--- src/rtl/updown_count_tracker.sv ---
// updown_count_tracker: observes an up/down counter's output stream, recovers
// its counting direction and flags wraps, reversals, holds and illegal jumps.
module updown_count_tracker #(
  parameter int WIDTH    = 4,
  parameter int LOCK_CNT = 2,
  parameter int ERR_W    = 8
) (
  input  logic             clk,
  input  logic             reset,
  input  logic             sample_valid,
  input  logic [WIDTH-1:0] count_in,
  output logic             locked,
  output logic             dir,
  output logic             wrap_pulse,
  output logic             rev_pulse,
  output logic             hold,
  output logic             err_pulse,
  output logic [ERR_W-1:0] err_count
);

  localparam int SW = (LOCK_CNT < 2) ? 1 : $clog2(LOCK_CNT + 1);

  typedef enum logic [1:0] {EMPTY, TRAIN, LOCK} state_t;

  state_t           state_q, state_d;
  logic [WIDTH-1:0] prev_q;
  logic [SW-1:0]    streak_q, streak_d;
  logic             cand_q, cand_d;
  logic             dir_d, wrap_d, rev_d, hold_d, err_d;
  logic [ERR_W-1:0] err_count_d;

  // Step classification relative to the previous valid sample (mod 2^WIDTH).
  logic [WIDTH-1:0] delta;
  logic             is_up, is_dn, is_hold, crosses;
  assign delta   = count_in - prev_q;
  assign is_up   = (delta == WIDTH'(1));
  assign is_dn   = (delta == {WIDTH{1'b1}});
  assign is_hold = (delta == '0);
  // Boundary crossing: max->0 going up, or 0->max going down.
  assign crosses = (is_up && (prev_q == {WIDTH{1'b1}})) || (is_dn && (prev_q == '0));

  // Next-state and pulse decode; cand/dir use 0 = up, 1 = down.
  always_comb begin
    state_d     = state_q;
    streak_d    = streak_q;
    cand_d      = cand_q;
    dir_d       = dir;
    wrap_d      = 1'b0;
    rev_d       = 1'b0;
    hold_d      = 1'b0;
    err_d       = 1'b0;
    err_count_d = err_count;
    if (sample_valid) begin
      unique case (state_q)
        EMPTY: begin
          state_d  = TRAIN;
          streak_d = '0;
        end
        TRAIN: begin
          if (is_hold) begin
            hold_d = 1'b1;
          end else if (is_up || is_dn) begin
            if (is_dn == cand_q) begin
              streak_d = streak_q + 1'b1;
            end else begin
              cand_d   = is_dn;
              streak_d = SW'(1);
            end
            if (streak_d == SW'(LOCK_CNT)) begin
              state_d = LOCK;
              dir_d   = cand_d;
            end
          end else begin
            streak_d = '0;
          end
        end
        LOCK: begin
          if (is_hold) begin
            hold_d = 1'b1;
          end else if (is_up || is_dn) begin
            wrap_d = crosses;
            if (is_dn != dir) begin
              rev_d = 1'b1;
              dir_d = is_dn;
            end
          end else begin
            err_d    = 1'b1;
            state_d  = TRAIN;
            streak_d = '0;
            if (err_count != {ERR_W{1'b1}}) err_count_d = err_count + 1'b1;
          end
        end
        default: state_d = EMPTY;
      endcase
    end
  end

  // State, sample history and registered outputs; pulses clear every cycle.
  always_ff @(posedge clk) begin
    if (reset) begin
      state_q    <= EMPTY;
      prev_q     <= '0;
      streak_q   <= '0;
      cand_q     <= 1'b0;
      locked     <= 1'b0;
      dir        <= 1'b0;
      wrap_pulse <= 1'b0;
      rev_pulse  <= 1'b0;
      hold       <= 1'b0;
      err_pulse  <= 1'b0;
      err_count  <= '0;
    end else begin
      state_q    <= state_d;
      streak_q   <= streak_d;
      cand_q     <= cand_d;
      locked     <= (state_d == LOCK);
      dir        <= dir_d;
      wrap_pulse <= wrap_d;
      rev_pulse  <= rev_d;
      hold       <= hold_d;
      err_pulse  <= err_d;
      err_count  <= err_count_d;
      if (sample_valid) prev_q <= count_in;
    end
  end

endmodule

--- config.mk ---
export PLATFORM = sky130hd
export DESIGN_NAME = updown_count_tracker
export DESIGN_NICKNAME = d
export VERILOG_FILES = /design/src/rtl/updown_count_tracker.sv
export SDC_FILE = /design/constraint.sdc
export NUM_CORES = 1
export LEC_CHECK = 0
export BUFFER_PORTS_ARGS = -buffer_cell sky130_fd_sc_hd__buf_2
export CORE_UTILIZATION = 60
export CTS_CLUSTER_SIZE = 40
export DETAILED_ROUTE_END_ITERATION = 8
export MAX_ROUTING_LAYER = met4
export PLACE_DENSITY_LB_ADDON = 0.1
export SETUP_SLACK_MARGIN = 0.1
export SYNTH_ARGS = -nofsm -noshare
export SYNTH_HDL_FRONTEND = slang
export SYNTH_SLANG_ARGS = --single-unit
--- constraint.sdc ---
create_clock -name clk -period 5.1 [get_ports clk]
set_input_delay 1.02 -clock clk [delete_from_list [all_inputs] [get_ports clk]]
set_output_delay 1.02 -clock clk [all_outputs]
set_load 0.005 [all_outputs]
==> impl_results.md, run 1 <==
- Outcome: complete, no violations
- Gp weighted congestion: 0.857
- Share of layout cells above drive strength 1: 19.3%
- CTS buffer count: 3
- Synth-to-layout area growth: 10.6%
- R2r startpoint: prev_q[0]
- Placed wire-length estimate: 2.03 mm
- Sequential power share: 56.0%
- Setup Skew: 5.69 ps
- Critical Path Sink: state_q[0]
- PwrDens: 220 mW/mm2
- Worst Hold Class: reg2reg
- Worst EP required: 5290 ps
- Setup Buffers After CTS: 0
- Routed vias: 1206
- Synthesized area: 0.00136 mm2
- Clock Power Share: 25.0%
- CTS Buffer Depth: 2
- Int Power: 0.238 mW
- Arr. time, crit path: 3780 ps
- Pin count of the biggest net entering global routing: 26
- Row count: 16
- Register area share after synthesis: 33.8%
- Final core utilization: 73.9%
- 1st-iter DRT viols: 44
- Slew headroom: 62.9%
- Die Y: 49.7 um
- Number of gates resized after cts: 0
- CP Class: in2reg
- Max Clk Rate: 279 MHz
- Max-slew violations: 0
- Startpoint types: input pin
- CTS HTree Levels: 1
- Core footprint: 0.00204 mm2
- Clock latency on the worst-skew pair: 310 ps
- FF-to-FF setup slack: 1970 ps
- DR WL/cell: 13.0 um
- Final WL: 2.65 mm
- Synth Instances: 156
- Clock sinks: 23
- Crit path capture type: flip-flop
- FF-to-FF path depth: 14
- First-pass GRT wire length: 4.60 mm
- Total gr overflow: 0
- Min Tclk post-route: 3580 ps
- Final worst-path cycle share: 70.3%
- Residual DRC: 0
- Initial antenna violation count: 0
- Ant. Diodes: 0
- Worst hold slack: 490 ps
- Netlist cell types: 44
- Clk pin slew, worst setup/hold paths: 120 ps
- Post-DP Area: 0.00148 mm2
- ANT nets after route: 0
- Syn_area_per_cell: 8.74 um2
- Max Cap Viol: 0
- TritonCTS clock tree: yes
- Psw: 0.0939 mW
- DR pass1 iterations: 4
- Crit Reg-Reg Endpoint: state_q[0]
- Logic gate share of total power: 19.0%
- Cts-stage hold buffer count: 0
- Sw Share: 28.3%
- Max IR drop VDD: 232 uV
- Commonest non-fill, non-tap cells in the layout: 23 x dfxtp_1, 20 x buf_2, 14 x nor2_1
- All-layer global routing usage: 24.7%
- Slew of the pin with the lowest slew margin: 552 ps
- Sum Neg Setup Slack: 0 ps
- Leak: 0.627 nW
- Starting density of the core: 66.8%
- Total I/O pin count: 21
- Number of global-route vias before repair: 1097
- Synthesis-stage register bit count: 23
- Final Net Count: 195
- Final instance area: 0.00151 mm2
- Via-per-instance ratio: 5.94
- Commonest non-fill, non-tap cell in the layout: dfxtp_1
- Port Buffer Count: 20
- DIE WIDTH: 49.7 um
- Count of warnings emitted by yosys: 0
- Mapped Nets: 174
- DIE AREA: 0.00247 mm2
- Setup-failing EPs final: 0
- Worst-path maximum fanout: 8
- CP Launch Point: count_in[0]
- Final hold vios: 0
- RSZ-0062 raised after global routing: no
- Root buffer cell: clkbuf_4
## worst min-delay path by stage
stage               slack, ps        start  depth (start not counted)           to
detailed placement        480  streak_q[0]                          2  streak_q[0]
CTS                       500  streak_q[0]                          2  streak_q[0]
global placement          470  streak_q[0]                          2  streak_q[0]
finish                    490  streak_q[0]                          2  streak_q[0]
floorplan                 450  streak_q[0]                          2  streak_q[0]
global route              520  streak_q[0]                          2  streak_q[0]
## metal layers
| layer | wire, um | global-route usage, % |
|---|---|---|
| met5 | 0 | - |
| met4 | 17 | 7.14 |
| met3 | 97 | 4.01 |
| met2 | 1300 | 41.9 |
| met1 | 1230 | 30.1 |
## sequential cells by signal (all words and copies together), names as in the netlist
register    flops
cand_q          1
dir             1
err_count       8
err_pulse       1
hold            1
locked          1
prev_q          4
rev_pulse       1
state_q         2
streak_q        2
wrap_pulse      1
## critical path, cell delays in order
cell and delay (ps):
buf_2 100, inv_1 50, ha_1 160, inv_1 50, fa_1 370, xor2_1 370
and3_1 260, nand3_4 100, inv_4 140, ha_1 160, nand2_1 80, nor2_1 140
nand2_1 90, or3_1 320, o221a_2 230, nor2b_1 120
## synthesized netlist by cell type
| library cell | instances | area share (%) |
|---|---|---|
| or3_1 | 1 | 0.46 |
| o221a_2 | 1 | 0.83 |
| o211a_1 | 1 | 0.73 |
| buf_1 | 1 | 0.27 |
| dfxtp_1 | 23 | 34 |
| nand3_4 | 1 | 1.3 |
| nor3_1 | 8 | 2.9 |
| o2111ai_1 | 1 | 0.64 |
| ha_1 | 10 | 9.2 |
| nor4_1 | 3 | 1.4 |
| and3b_4 | 1 | 0.92 |
| or3_4 | 1 | 0.83 |
| inv_4 | 1 | 0.46 |
| o21bai_1 | 1 | 0.55 |
| fa_1 | 1 | 1.5 |
| a2111oi_0 | 1 | 0.64 |
| nor2_1 | 14 | 3.9 |
| a311oi_1 | 1 | 0.64 |
| mux2i_1 | 5 | 3.7 |
| a21o_1 | 2 | 1.1 |
| a211oi_1 | 2 | 1.1 |
| nor4_4 | 1 | 1.6 |
| a211oi_4 | 1 | 1.5 |
| nand2_1 | 12 | 3.3 |
| a21o_2 | 2 | 1.3 |
| a211o_2 | 1 | 0.73 |
| nand2b_1 | 5 | 2.3 |
| and3_1 | 2 | 0.92 |
| nand3_1 | 5 | 1.8 |
| inv_1 | 10 | 2.8 |
| o21ai_1 | 1 | 0.37 |
| xor2_1 | 1 | 0.64 |
| clkbuf_1 | 3 | 0.83 |
| nor2b_1 | 3 | 1.4 |
| mux2_1 | 1 | 0.83 |
| nand4_1 | 3 | 1.4 |
| a31oi_1 | 2 | 0.92 |
| nand4b_1 | 2 | 1.3 |
| xnor2_1 | 2 | 1.3 |
| and4b_1 | 2 | 1.5 |
| a221oi_1 | 1 | 0.64 |
| a31o_2 | 1 | 0.64 |
| a21oi_1 | 12 | 4.4 |
| o21ai_0 | 3 | 1.1 |
## logic make-up (layout without fill, tap and decap cells)
| group | after synthesis | after routing | share of synthesized area, % |
|---|---|---|---|
| compound gates | 34 | 34 | 17.8 |
| xor+xnor | 3 | 3 | 1.93 |
| fa+ha+maj | 11 | 11 | 10.6 |
| buf+inv | 15 | 35 | 4.31 |
| flops | 23 | 23 | 33.8 |
| mux | 6 | 6 | 4.50 |
| simple gates | 64 | 64 | 27.1 |
## cell type report
type	count	area (um2)
inverter	11	43.8
timing repair buffer	20	100
sequential	23	460
clock buffer	4	26.3
multi-input combinational	118	845
tap	27	33.8
fill	168	533
## power groups by stage
stage               Clock, mW  Sequential [mW]  Combinational, mW
floorplan                   0            0.189             0.0497
global placement            0            0.189             0.0604
detailed placement          0            0.190             0.0620
CTS                    0.0872            0.186             0.0624
global route           0.0929            0.186             0.0700
finish                 0.0830            0.186             0.0630
## per-stage QoR
step	setup WS, ps	std cells	total power, mW
after detailed placement	1210	199	0.252
final	1520	203	0.332
after CTS	1550	203	0.335
after floorplan	1540	156	0.239
after global placement	1300	199	0.250
after global routing	1330	203	0.349
(Power assumes the default switching activity.)
==> run 2: changes to the inputs <==
--- a/config.mk
+++ b/config.mk
@@ -5,8 +5,9 @@
 export SDC_FILE = /design/constraint.sdc
 export NUM_CORES = 1
 export LEC_CHECK = 0
+export ABC_AREA = 1
 export BUFFER_PORTS_ARGS = -buffer_cell sky130_fd_sc_hd__buf_2
-export CORE_UTILIZATION = 60
+export CORE_UTILIZATION = 56
 export CTS_CLUSTER_SIZE = 40
 export DETAILED_ROUTE_END_ITERATION = 8
 export MAX_ROUTING_LAYER = met4
==> constraint.sdc (replaced) <==
create_clock -name clk -period 3.7 [get_ports clk]
set_input_delay 0.74 -clock clk [delete_from_list [all_inputs] [get_ports clk]]
set_output_delay 0.74 -clock clk [all_outputs]
set_load 0.005 [all_outputs]
==> impl_results.md, run 2 <==
- Most frequent cell after synthesis: nand2_1
- Initial antenna violation count: 0 (unchanged)
- Row count: 18 (+2)
- Final Net Count: 241 (+24%)
- Total gr overflow: 0 (unchanged)
- CP Launch Point: count_in[0]
- Die Y: 52.9 um (+6.5%)
- CP Class: in2reg
- Setup Buffers After CTS: 0 (unchanged)
- Simple-Gate Fraction of Synth Area: 33.0% (+6.0 points)
- Cell taking the most area after synthesis: dfxtp_1
- Max-slew violations: 0 (unchanged)
- PwrDens: 294 mW/mm2 (+34%)
- Core footprint: 0.00245 mm2 (+20%)
- Clock sinks: 23 (unchanged)
- Worst EP required: 3910 ps (-1380 ps)
- Sequential standard cell area: 460 um2 (unchanged)
- Netlist cell types: 31 (-30%)
- Residual DRC: 0 (unchanged)
- DIE WIDTH: 52.9 um (+6.5%)
- Synth area leaders: dfxtp_1 32%, nand2_1 9.1%, ha_1 8.6%, inv_1 7.2%, nor2_1 5.9%
- CTS Buffer Depth: 2 (unchanged)
- Startpoint types: input pin
- Clk pin slew, worst setup/hold paths: 120 ps (about the same)
- Post-synth EDFFs: 0 (unchanged)
- Root buffer cell: clkbuf_4
- Number of global-route vias before repair: 1104 (+0.64%)
- DR WL/cell: 11.6 um (-11%)
- Final hold vios: 0 (unchanged)
- Synthesis-stage register bit count: 23 (unchanged)
- Placed wire-length estimate: 2.27 mm (+12%)
- Min Tclk post-route: 2880 ps
- DIE AREA: 0.00280 mm2 (+13%)
- CP cell instances: buf_2 > inv_1 > ha_1 > inv_1 > fa_1 > xnor2_2 > nor2_1 > nand3_2 > inv_1 > ha_1 > nand2_1 > nor2_1 > a21oi_1 > nor2_1 > nand3_1 > nand2_1 > nor2_1
- Slew of the pin with the lowest slew margin: 395 ps (-157 ps)
- Post-synth top cells: 35 x nand2_1, 28 x inv_1, 23 x dfxtp_1, 23 x nor2_1, 17 x a21oi_1
- Gp weighted congestion: 0.970 (+13%)
- Clock latency on the worst-skew pair: 300 ps (about the same)
- Synth-to-layout area growth: 8.97%
- Sum Neg Setup Slack: 0 ps (unchanged)
- Biggest register: err_count
- Share of flip-flops with an asynchronous set or reset: 0% (unchanged)
- Via-per-instance ratio: 5.18 (-13%)
- Worst hold slack: 519 ps (+29.0 ps)
- Pin count of the biggest net entering global routing: 14 (-46%)
- Post-synthesis xor/xnor area fraction: 2.33% (+0.40 points)
- Setup Skew: 3.65 ps (-2.04 ps)
- Cts-stage hold buffer count: 0 (unchanged)
- Commonest non-fill, non-tap cell in the layout: nand2_1
- Arr. time, crit path: 3090 ps (-690 ps)
- Synthesized area: 0.00145 mm2 (+6.4%)
- R2r startpoint: prev_q[0]
- 1st-iter DRT viols: 56 (+27%)
- Mapped Nets: 220 (+26%)
- Port Buffer Count: 20 (unchanged)
- Worst Hold Launch: prev_q[2]
- Largest register FFs: 8 (unchanged)
- Crit path capture type: flip-flop
- Register area share after synthesis: 31.7% (-2.0 points)
- Max IR drop VDD: 241 uV (+3.8%)
- Final WL: 2.92 mm (+10%)
- Synth Area in Compound Gates: 12.2% (-5.6 points)
- CTS HTree Levels: 1 (unchanged)
- Count of warnings emitted by yosys: 0 (unchanged)
- Total I/O pin count: 21 (unchanged)
- Leak: 0.778 nW (+24%)
- Crit path largest cell delay: 410 ps (+40 ps)
- Number of gates resized after cts: 0 (unchanged)
- Final worst-path cycle share: 77.9%
- All-layer global routing usage: 23.5% (-1.2 points)
- Syn_area_per_cell: 7.19 um2 (-18%)
- Multi-input combinational cell area: 835 um2 (-1.2%)
- Routed vias: 1306 (+8.3%)
- Fill count: 230 (+37%)
- TritonCTS clock tree: yes
- Commonest non-fill, non-tap cells in the layout: 35 x nand2_1, 28 x inv_1, 23 x nor2_1, 23 x dfxtp_1, 20 x buf_2
- CTS buffer count: 3 (unchanged)
- Post-synthesis adder-cell area fraction: 10.0% (-0.64 points)
- Largest family of logic cells by synthesized area: simple AND/OR/NAND/NOR gates
- Main synth FF type: dfxtp_1
- Setup-failing EPs final: 0 (unchanged)
- RSZ-0062 raised after global routing: no
- Max Clk Rate: 347 MHz
- Worst-path maximum fanout: 6 (-2)
- Worst Hold Class: reg2reg
- Largest regs: err_count (8), prev_q (4)
- Max Cap Viol: 0 (unchanged)
- ANT nets after route: 0 (unchanged)
- Synth Instances: 202 (+29%)
- Slowest cell on crit path: fa_1
- Ant. Diodes: 0 (unchanged)
- Post-synthesis mux area share: 0% (-4.5 points)
- Starting density of the core: 59.1% (-7.7 points)
- Slew headroom: 73.7% (+11 points)
- First-pass GRT wire length: 4.66 mm (+1.5%)
- Outcome: complete, no violations
- DR pass1 iterations: 6 (+2)
- CP dominant cell by count: nor2_1
- Share of layout cells above drive strength 1: 20.7% (+1.4 points)
- Synth top area share: 31.7% (-2.0 points)
run 2: cell types whose count changed in the layout (fill, tap and decap cells not counted), moves of 4 or more:
cell | before | now
nand2_1 | 12 | 35
inv_1 | 10 | 28
nand3_1 | 5 | 15
nor2_1 | 14 | 23
o21ai_0 | 3 | 12
nand2_2 | 0 | 6
a21oi_1 | 12 | 17
mux2i_1 | 5 | 0
nand2b_1 | 5 | 0
nor3_1 | 8 | 4
run 2: report_power, final:
part | total [mW] | internal, mW | switching [mW]
combinational | 0.0935 | 0.0324 | 0.0611
clock | 0.115 | 0.0420 | 0.0732
sequential | 0.257 | 0.253 | 0.00419
run 2: kinds of logic (layout without fill, tap and decap cells):
group                      count (synthesis)  in the layout
and+or+nand+nor                           96             96
buffers and inverters                     36             56
AOI/OAI and AO/OA                         33             33
DFF                                       23             23
adders and majority gates                 11             11
xor gates and xnor gates                   3              3
run 2: path summary, 6_finish.rpt:
kind | endpoint | slack [ps] | cells after the start
setup reg to reg | dir | 1020 | 15
hold / removal | prev_q[2] | 520 | 2
hold reg to reg | prev_q[2] | 520 | 2
setup / recovery | dir | 820 | 17
run 2: final cells by class:
cell class                 instances  area share (%)
inverter                          32            7.75
tap                               30            2.37
sequential                        23            29.1
timing repair buffer              20            6.33
multi-input combinational        143            52.8
clock buffer                       4            1.66
run 2: per-stage QoR:
| stage | instance area [um2] | instances | setup WS (ps) | total power, mW | util, % |
|---|---|---|---|---|---|
| final | 1580 | 252 | 819 | 0.466 | 64.4 |
| after global routing | 1580 | 252 | 616 | 0.493 | 64.4 |
| after CTS | 1580 | 252 | 836 | 0.470 | 64.4 |
| after detailed placement | 1560 | 248 | 515 | 0.355 | 63.4 |
| after global placement | 1560 | 248 | 637 | 0.351 | 63.4 |
| after floorplan | 1450 | 202 | 847 | 0.335 | - |
run 2: critical path, delay by kind of cell:
kind / cells / cell delay (ps)
and+or+nand+nor: 8 / 820
buffers and inverters: 4 / 320
xor gates and xnor gates: 1 / 250
AOI/OAI and AO/OA: 1 / 90
adders and majority gates: 3 / 870
run 2: layer usage:
| metal | part of all wire, % | GRT usage [%] |
|---|---|---|
| met2 | 46 | 37.6 |
| met4 | 1.4 | 9.65 |
| met1 | 48 | 29.7 |
| met3 | 4.6 | 3.16 |
| met5 | 0 | - |
==> run 3: changes to the inputs <==
==> constraint.sdc (replaced) <==
create_clock -name clk -period 2.8 [get_ports clk]
set_input_delay 0.56 -clock clk [delete_from_list [all_inputs] [get_ports clk]]
set_output_delay 0.56 -clock clk [all_outputs]
set_load 0.005 [all_outputs]
==> impl_results.md, run 3 (synthesis results as in run 2) <==
- ANT nets after route: 0 (unchanged)
- Largest register FFs: 8 (unchanged)
- Core footprint: 0.00245 mm2 (unchanged)
- Largest regs: err_count (8), prev_q (4)
- Pin count of the biggest net entering global routing: 14 (unchanged)
- Crit Reg-Reg Endpoint: dir
- CTS Buffer Depth: 2 (unchanged)
- # placed instances: 250 (+0.81%)
- Number of standard cells in the final layout excluding fillers: 254 (+0.79%)
- FF-to-FF path depth: 15 (unchanged)
- Setup Buffers After CTS: 0 (unchanged)
- FF-to-FF setup slack: 370 ps (-650 ps)
- Delay-heaviest family, CP: adder cells
- Worst EP required: 3020 ps (-890 ps)
- DIE WIDTH: 52.9 um (unchanged)
- Arr. time, crit path: 2690 ps (-400 ps)
- Biggest register: err_count
- Gp weighted congestion: 0.849 (-12%)
- Slowest cell on crit path: fa_1
- Outcome: complete, no violations
- Root buffer cell: clkbuf_4
- Sequential power share: 54.7% (-0.5 points)
- Die Y: 52.9 um (unchanged)
- Post-DP Area: 0.00157 mm2 (+0.97%)
- Min Tclk post-route: 2470 ps
- Leak: 0.787 nW (+1.2%)
- Number of gates resized after cts: 0 (unchanged)
- Worst Hold Class: in2reg
- Clock Power Share: 24.5% (-0.3 points)
- Final WL: 2.85 mm (-2.4%)
- Routed vias: 1306 (unchanged)
- Slew headroom: 73.8% (+0.16 points)
- Clk pin slew, worst setup/hold paths: 120 ps (about the same)
- Worst-path maximum fanout: 3 (-3)
- Share of layout cells above drive strength 1: 21.4% (+0.71 points)
- TritonCTS clock tree: yes
- Crit path capture type: flip-flop
- Max Cap Viol: 0 (unchanged)
- Crit path depth: 17 (unchanged)
- Ant. Diodes: 0 (unchanged)
- Max-slew violations: 0 (unchanged)
- PwrDens: 388 mW/mm2 (+32%)
- Worst Hold Path Cells: 3 (+1)
- Crit path largest cell delay: 410 ps (about the same)
- Crit path buffers/inverters: 4 (unchanged)
- Placed wire-length estimate: 2.27 mm (-0.18%)
- Clock sinks: 23 (unchanged)
- Total gr overflow: 0 (unchanged)
- Psw: 0.183 mW (+32%)
- Max IR drop VDD: 330 uV (+37%)
- Final Net Count: 243 (+0.83%)
- Startpoint types: input pin
- Slew of the pin with the lowest slew margin: 392 ps (-2.36 ps)
- DR WL/cell: 11.2 um (-3.1%)
- Logic gate share of total power: 20.8% (+0.7 points)
- First-pass GRT wire length: 4.85 mm (+4.0%)
- Residual DRC: 0 (unchanged)
- Row count: 18 (unchanged)
- Clock latency on the worst-skew pair: 310 ps (about the same)
- Final hold vios: 0 (unchanged)
- CTS HTree Levels: 1 (unchanged)
- Via-per-instance ratio: 5.14 (-0.79%)
- DR pass1 iterations: 5 (-1)
- CP Class: in2reg
- Cts-stage hold buffer count: 0 (unchanged)
- Number of global-route vias before repair: 1175 (+6.4%)
- DIE AREA: 0.00280 mm2 (unchanged)
- R2r startpoint: prev_q[0]
- Sw Share: 29.5% (-0.22 points)
- Hold endpoint: prev_q[0]
- Final worst-path cycle share: 88.3%
- Worst Hold Launch: count_in[0]
- Commonest non-fill, non-tap cell in the layout: nand2_1
- CP cell instances: buf_2 > inv_1 > ha_1 > inv_1 > fa_1 > xnor2_2 > nor2_1 > nand3_2 > inv_1 > ha_1 > nand2_1 > nor2_1 > a21oi_1 > nor2_1 > nand3_1 > nand2_1 > nor2_1
- Max Clk Rate: 404 MHz
- RSZ-0062 raised after global routing: no
- Total I/O pin count: 21 (unchanged)
- Synth-to-layout area growth: 10.0%
- Final instance area: 0.00160 mm2 (+0.95%)
- CTS buffer count: 3 (unchanged)
- Initial antenna violation count: 0 (unchanged)
- Port Buffer Count: 20 (unchanged)
- Int Power: 0.437 mW (+34%)
- CP dominant cell by count: nor2_1
- Setup Skew: 9.48 ps (+5.83 ps)
- Starting density of the core: 59.1% (unchanged)
- Commonest non-fill, non-tap cells in the layout: 35 x nand2_1, 28 x inv_1, 23 x nor2_1, 23 x dfxtp_1, 20 x buf_2
- Setup-failing EPs final: 0 (unchanged)
- All-layer global routing usage: 24.3% (+0.83 points)
- 1st-iter DRT viols: 33 (-41%)
==> run 3: cell types whose count changed in the layout (fill, tap and decap cells not counted), sizes merged <==
cell  previous run  this run
buf             20        22
==> run 3: how the worst max path moves through the flow <==
stage          slack, ps        start     end
6_report             330  count_in[0]     dir
5_1_grt              110  count_in[0]  locked
4_1_cts              340  count_in[0]  locked
3_5_place_dp          -8  count_in[0]     dir
3_3_place_gp          80  count_in[0]     dir
2_1_floorplan        130  count_in[0]     dir
==> run 3: worst min-delay path, stage by stage <==
cell,delay (ps)
buf_2,90
inv_1,60
a21oi_1,60
==> run 3: stage by stage <==
step                power, mW  hold slack [ps]  TNS (ps)  setup slack (ps)  utilization [%]
finish                  0.620              513         0               327             65.0
global route            0.658              520         0               110             65.0
CTS                     0.632              499         0               340             65.0
detailed placement      0.475              500     -8.21             -8.21             64.0
global placement        0.470              489         0              79.7             64.0
floorplan               0.443              471         0               127                -
==> run 3: power groups by stage <==
stage / logic, mW / registers (mW) / clock network, mW
global placement: 0.124 / 0.346 / 0
detailed placement: 0.129 / 0.347 / 0
floorplan: 0.0978 / 0.345 / 0
finish: 0.129 / 0.339 / 0.152
CTS: 0.129 / 0.339 / 0.163
global route: 0.146 / 0.341 / 0.171
==> run 3: layout make-up <==
type                            count  area, um2
Fill cell                         232        858
Multi-Input combinational cell    143        835
Sequential cell                    23        460
Inverter                           32        123
Timing Repair Buffer               22        115
Tap cell                           30       37.5
Clock buffer                        4       26.3
==> run 3: layer usage <==
layer  part of all wire [%]  track usage [%]  wire, um  up-vias
li1                       -                -         -      688
met1                     45             27.7      1280      585
met2                     49             43.9      1400       29
met3                    4.5             2.59       129        4
met4                    1.4             8.33        39        0
met5                      0                -         0        -
